<file path="config.mk">
export PLATFORM = sky130hd
export DESIGN_NAME = pheap_level_link
export DESIGN_NICKNAME = d
export VERILOG_FILES = /design/src/rtl/pheap_level_link.sv
export SDC_FILE = /design/constraint.sdc
export NUM_CORES = 1
export LEC_CHECK = 0
export CORE_ASPECT_RATIO = 0.9
export CORE_UTILIZATION = 53
export CTS_CLUSTER_DIAMETER = 80
export DETAILED_ROUTE_END_ITERATION = 8
export PLACE_DENSITY = 0.85
export SYNTH_ARGS = -nofsm -noshare
export SYNTH_HDL_FRONTEND = slang
export SYNTH_SLANG_ARGS = --single-unit
export TNS_END_PERCENT = 30
</file>
<file path="constraint.sdc">
create_clock -name clk -period 5.7 [get_ports clk]
set_clock_uncertainty 0.05 [all_clocks]
set_input_delay 1.14 -clock clk [delete_from_list [all_inputs] [get_ports clk]]
set_output_delay 1.14 -clock clk [all_outputs]
set_load 0.1 [all_outputs]
</file>
<file path="src/rtl/pheap_level_link.sv">
// Inter-level link for the pipelined heap: skid FIFO carrying {op, key, child position}
// from one level to the next, with an occupancy-aware position hazard lookup.
module pheap_level_link #(
  parameter int unsigned LEVEL = 2,
  parameter int unsigned KW    = 16,
  parameter int unsigned DEPTH = 2
) (
  input  logic                       clk,
  input  logic                       rst,
  input  logic                       flush,
  input  logic                       in_valid,
  output logic                       in_ready,
  input  logic [1:0]                 in_op,
  input  logic [KW-1:0]              in_key,
  input  logic [LEVEL-2:0]           in_pos,
  input  logic                       in_dir,
  output logic                       out_valid,
  input  logic                       out_ready,
  output logic [1:0]                 out_op,
  output logic [KW-1:0]              out_key,
  output logic [LEVEL-1:0]           out_pos,
  output logic [$clog2(DEPTH+1)-1:0] count,
  input  logic [LEVEL-1:0]           chk_pos,
  output logic                       chk_hit,
  output logic                       err
);

  localparam int unsigned PW = $clog2(DEPTH);
  localparam int unsigned CW = $clog2(DEPTH + 1);

  localparam logic [1:0] OpNop      = 2'b00;
  localparam logic [1:0] OpInsert   = 2'b01;
  localparam logic [1:0] OpRemove   = 2'b10;
  localparam logic [1:0] OpReserved = 2'b11;

  logic [1:0]       op_mem  [DEPTH];
  logic [KW-1:0]    key_mem [DEPTH];
  logic [LEVEL-1:0] pos_mem [DEPTH];

  logic [PW-1:0] wr_ptr;
  logic [PW-1:0] rd_ptr;
  logic [CW-1:0] cnt;
  logic          err_flag;

  logic full;
  logic push;
  logic store;
  logic pop;

  always_comb begin
    full      = (cnt == CW'(DEPTH));
    in_ready  = ~full & ~flush;
    out_valid = (cnt != '0);
    push      = in_valid & in_ready;
    // NOP and reserved ops complete the handshake but never occupy an entry.
    store     = push & ((in_op == OpInsert) | (in_op == OpRemove));
    pop       = out_valid & out_ready;
  end

  always_ff @(posedge clk) begin
    if (rst) begin
      wr_ptr   <= '0;
      rd_ptr   <= '0;
      cnt      <= '0;
      err_flag <= 1'b0;
      for (int unsigned i = 0; i < DEPTH; i++) begin
        op_mem[i]  <= OpNop;
        key_mem[i] <= '0;
        pos_mem[i] <= '0;
      end
    end else if (flush) begin
      // Storage is left as-is; an empty occupancy window keeps it invisible.
      wr_ptr <= '0;
      rd_ptr <= '0;
      cnt    <= '0;
    end else begin
      if (store) begin
        op_mem[wr_ptr]  <= in_op;
        key_mem[wr_ptr] <= in_key;
        pos_mem[wr_ptr] <= {in_pos, in_dir};
        wr_ptr          <= wr_ptr + PW'(1);
      end
      if (pop) begin
        rd_ptr <= rd_ptr + PW'(1);
      end
      cnt <= cnt + {{(CW-1){1'b0}}, store} - {{(CW-1){1'b0}}, pop};
      if (push && (in_op == OpReserved)) begin
        err_flag <= 1'b1;
      end
    end
  end

  always_comb begin
    out_op  = op_mem[rd_ptr];
    out_key = key_mem[rd_ptr];
    out_pos = pos_mem[rd_ptr];
    count   = cnt;
    err     = err_flag;
  end

  // Only entries inside the occupied window rd_ptr..rd_ptr+cnt-1 may match.
  always_comb begin
    chk_hit = 1'b0;
    for (int unsigned i = 0; i < DEPTH; i++) begin
      if ((CW'(i) < cnt) && (pos_mem[rd_ptr + PW'(i)] == chk_pos)) begin
        chk_hit = 1'b1;
      end
    end
  end

endmodule

</file>
# After elaboration in Yosys (flattened, before gate mapping)
# Memories as Yosys holds them, arrays and structs flattened. A register that Yosys moved wholly into a read port is not among the register bits.
# Index checks and enable logic that the tools add are counted.
dict set report classes {
  add_sub_neg 4
  order_cmp 2
  n_eq_ne 6
  muxes 23
  n_bitwise 7
  reduce_logical 9
}
# cell count
set op_table {}
lappend op_table {{$mux 1} 20}
lappend op_table {{$mux 16} 1}
lappend op_table {{$reduce_or 16->1} 1}
lappend op_table {{$eq 2x2->1 const B} 3}
lappend op_table {{$reduce_or 2->1} 3}
lappend op_table {{$and 1x1->1} 4}
lappend op_table {{$eq 2x2->1} 2}
lappend op_table {{$lt 1x2->1 const A} 2}
lappend op_table {{$mux 2} 2}
lappend op_table {{$logic_and 1x1->1} 3}
lappend op_table {{$add 1x1->1 const B} 2}
lappend op_table {{$add 2x1->2} 1}
lappend op_table {{$eq 2x1->1 const B} 1}
lappend op_table {{$not 1->1} 2}
lappend op_table {{$reduce_and 2->1} 1}
lappend op_table {{$reduce_bool 2->1} 1}
lappend op_table {{$sub 2x1->2} 1}
lappend op_table {{$or 1x1->1} 1}
dict set report totals {
  reg_bits 5
  ramBits 40
  in_bits 27
  word_cells 58
  mem_count 3
}
# name words width read_ports rd_ports_with_merged_regs write_ports line_no
set mem_list {}
lappend mem_list {key_mem 2 16 1 1 2 37} ;# logic [KW-1:0] key_mem [DEPTH];
lappend mem_list {op_mem 2 2 1 1 2 36} ;# logic [1:0] op_mem [DEPTH];
lappend mem_list {pos_mem 2 2 2 1 2 38} ;# logic [LEVEL-1:0] pos_mem [DEPTH];

# Logic depth before layout (Yosys ltp)
dict set report logic_depth {
  word_depth 11
  mapped_depth 8
}

# Worst setup path before layout
# Ideal clock, no wire load.
dict set report synth_timing {
  kind {reg2out}
  start {register cnt[1], in the netlist count[1]}
  end {output chk_hit}
  arrival_ns 2.723
  path_slack_ns 1.787
  stages_incl_launch_ff 4
  n_path_buf 0
  cell_sequence {dfxtp_1 -> or2_1 -> o211ai_1 -> nand2_1}
}
dict set report synth_between {
  elab_chain_cells 4
}
# item line_no
set synth_lines {}
lappend synth_lines {{start, declared} 42} ;# logic [CW-1:0] cnt;
lappend synth_lines {{start signal, assigned} 86} ;# cnt <= cnt + {{(CW-1){1'b0}}, store} - {{(CW-1){1'b0}}, pop};
lappend synth_lines {{$lt 1x2->1} 105} ;# if ((CW'(i) < cnt) && (pos_mem[rd_ptr + PW'(i)] == chk_pos)) begin
lappend synth_lines {{$logic_and 1x1->1} 105}
lappend synth_lines {{$mux 1} 105}
lappend synth_lines {{$mux 1 *} 105}
lappend synth_lines {{end, declared} 24} ;# output logic chk_hit,
# Every way passes the cells marked *; elsewhere a longest branch is shown, timed or not.

==> out/results.ini <==
[run_status]
status = finished clean

[cts]
cts_made_buffers = 5
cts.sinks = 46
root_buffer = clkbuf_8
clk_latency_ns = 0.30
cts_setup_buffers = 0
htreeDepth = 2
cts_resized = 0
clkTransAtPathRegs_ns = 0.08
cts_tree = built
cts_hold_buffers = 0
clk_path_buf_depth = 2

[finish]
fillers = 250
layout.cells.non_filler = 269
diodes = 0
multi_input_area_um2 = 773
utilization_pct = 74.2
areaGrowthSynthToFinish_pct = 30.9
fin_nets = 252
drive_gt1_share_pct = 14.3
seq_area_um2 = 1320

[grt]
track_usage_pct = 22.5
grt_max_degree = 29
grt_pass1_vias = 1569
globalRouteOverflowTotal = 0
antenna_found_initial = 0
grt_pass1_wl_mm = 7.28

[critical_path]
critPathArrivalTime_ns = 3.21
crit_end = chk_hit
ff2ff_path_depth = 5
reg2reg_slack_ns = 3.44
crit_required_ns = 4.51
crit_path_max_fanout = 20
startpoint_type = flop
r2r_start = count[0]$_SDFF_PP0_
worstSetupPathType = reg -> out
timing.rr.end = key_mem[1][12]$_SDFFCE_PN0P_
endpoint_kind = output port

[sta]
worst_pin_slew_ns = 1.00
post-route-min-period_ns = 4.40
fmax_ghz = 0.227
slew_viol_final = 0
rsz0062_at_grt = false
hold_viol = 0
min_period_over_period_pct = 77.1
max-slew-margin-rel_pct = 33.1
setup_violations = 0
setup_tns_ns = 0
worst_slack_ns = 1.30

[placed_design]
io_buffers = 52
dp_slack_ns = 1.34
routabilityCongestion = 0.724
place_hpwl_mm = 2.88
numPlacedInstances = 261

[yosys]
yosysWarnings = 0
synthSimpleGateAreaFrac_pct = 19.3
synthCells = 171
synth_top_cell_by_area = edfxtp_1
seq_area_frac_synth_pct = 61.2
synth_top_family_by_area = simple AND/OR/NAND/NOR gates
syn_avg_cell_area_um2 = 12.6
synth_top_area_share_pct = 55.6
synth_area_um2 = 2160
synthMuxAreaShare_pct = 11.1
synth_compound_area_share_pct = 1.68
yosysUniqueCellTypes = 30
synth-seq-cells = 46
synth-xor-area-share_pct = 2.03
synth_area_leaders = edfxtp_1 (56%), mux2_2 (9.9%), nor2_1 (7.3%)
synth_adder_area_share_pct = 1.74
synth_fp_nets = 201

[min_path]
hold_path_class = reg -> reg

[drt]
wl_per_cell_um = 16.4
drc = 0
wl_mm = 4.41
firstDrtPassIters = 4
num_vias = 1454
vias_per_cell = 5.41
drtIter0Drc = 135
drtAntennaViolNets = 0

[die]
die_h_um = 62.6
start_util_pct = 56.7
core_um2 = 3810
ios = 53
die_w_um = 69.3
die_area_um2 = 4330
rows = 21

[power_and_ir_drop]
ir_worst_vdd_uv = 170
powerDensity_nw_per_um2 = 303
p_total_uw = 856
p_leak_nw = 1.02

[run]
maxCapViolations = 0

-- cells by family after synthesis --
family | count (synthesis)
and+or+nand+nor | 81
DFF | 46
AOI/OAI and AO/OA | 5
adders and majority gates | 3
buffers and inverters | 10
muxes | 21
xor gates and xnor gates | 5
-- where the power goes --
group / switching, mW / internal [mW]
logic: 0.119 / 0.0524
clock network: 0.111 / 0.187
registers: 0.00558 / 0.381
total: 0.235 / 0.621
-- stage by stage --
| step | cell area, µm² | hold slack, ns |
|---|---|---|
| global route | 2830 | 0.466 |
| CTS | 2830 | 0.444 |
| floorplan | 2160 | 0.402 |
| finish | 2830 | 0.445 |
| global placement | 2680 | 0.417 |
| detailed placement | 2680 | 0.418 |
-- final cells by class --
type	count	share of cell area (%)
tap	46	2.04
multi-input combinational	115	27.4
clock inverter	2	2.12
sequential	46	46.7
inverter	1	0.133
timing repair buffer	53	18.7
clock buffer	6	2.92
-- worst max-delay path, cell delays in order (launching register included) --
cell	delay [ns]
dfxtp_1	0.97
mux2_2	0.45
nor2_1	0.15
o211ai_1	0.13
nand2_1	0.07
clkdlybuf4s50_1	1.13
-- flip-flops by register name, indices dropped and copies added, names as in the netlist, named ones only --
name / count
wr_ptr: 1
rd_ptr: 1
err: 1
count: 2
op_mem: 4
pos_mem: 4
key_mem: 32
-- how the worst min path moves through the flow --
stage | endpoint | slack [ns] | from | depth (start not counted)
detailed placement | err$_SDFFE_PP0P_ | 0.42 | err$_SDFFE_PP0P_ | 2
CTS | err$_SDFFE_PP0P_ | 0.44 | err$_SDFFE_PP0P_ | 2
global route | err$_SDFFE_PP0P_ | 0.47 | err$_SDFFE_PP0P_ | 2
global placement | err$_SDFFE_PP0P_ | 0.42 | err$_SDFFE_PP0P_ | 2
finish | wr_ptr$_SDFFE_PP0P_ | 0.44 | wr_ptr$_SDFFE_PP0P_ | 2
floorplan | wr_ptr$_SDFFE_PP0P_ | 0.40 | wr_ptr$_SDFFE_PP0P_ | 2
-- per-layer routing --
layer	track usage [%]	part of all wire [%]	vias up
li1	-	-	698
met1	26.1	42	697
met2	38.5	51	50
met3	6.29	5.0	9
met4	10.7	2.2	0
met5	0	0	-
-- placed cells by master (no fill, tap or decap), drive strengths merged, types with 3 or more instances in the layout --
cell	netlist	final
nand2b	23	23
dfxtp	6	6
clkdlybuf4s50	0	52
and2	3	3
nor2	42	42
edfxtp	40	40
xnor2	3	3
mux2	20	20
clkbuf	3	6
nor3	4	4
ha	3	3
-- cells in the mapped netlist, drive strengths merged --
cell    count
a211oi      1
a31oi       1
and2        3
and2b       1
buf         6
clkbuf      3
dfxtp       6
edfxtp     40
ha          3
inv         1
mux2       20
mux2i       1
nand2       2
nand2b     23
nand4       1
nand4b      1
nor2       42
nor2b       1
nor3        4
nor3b       1
o211ai      2
o21a        1
or2         2
xnor2       3
xor2        2
No activity file was read; power rests on OpenSTA's default activity.
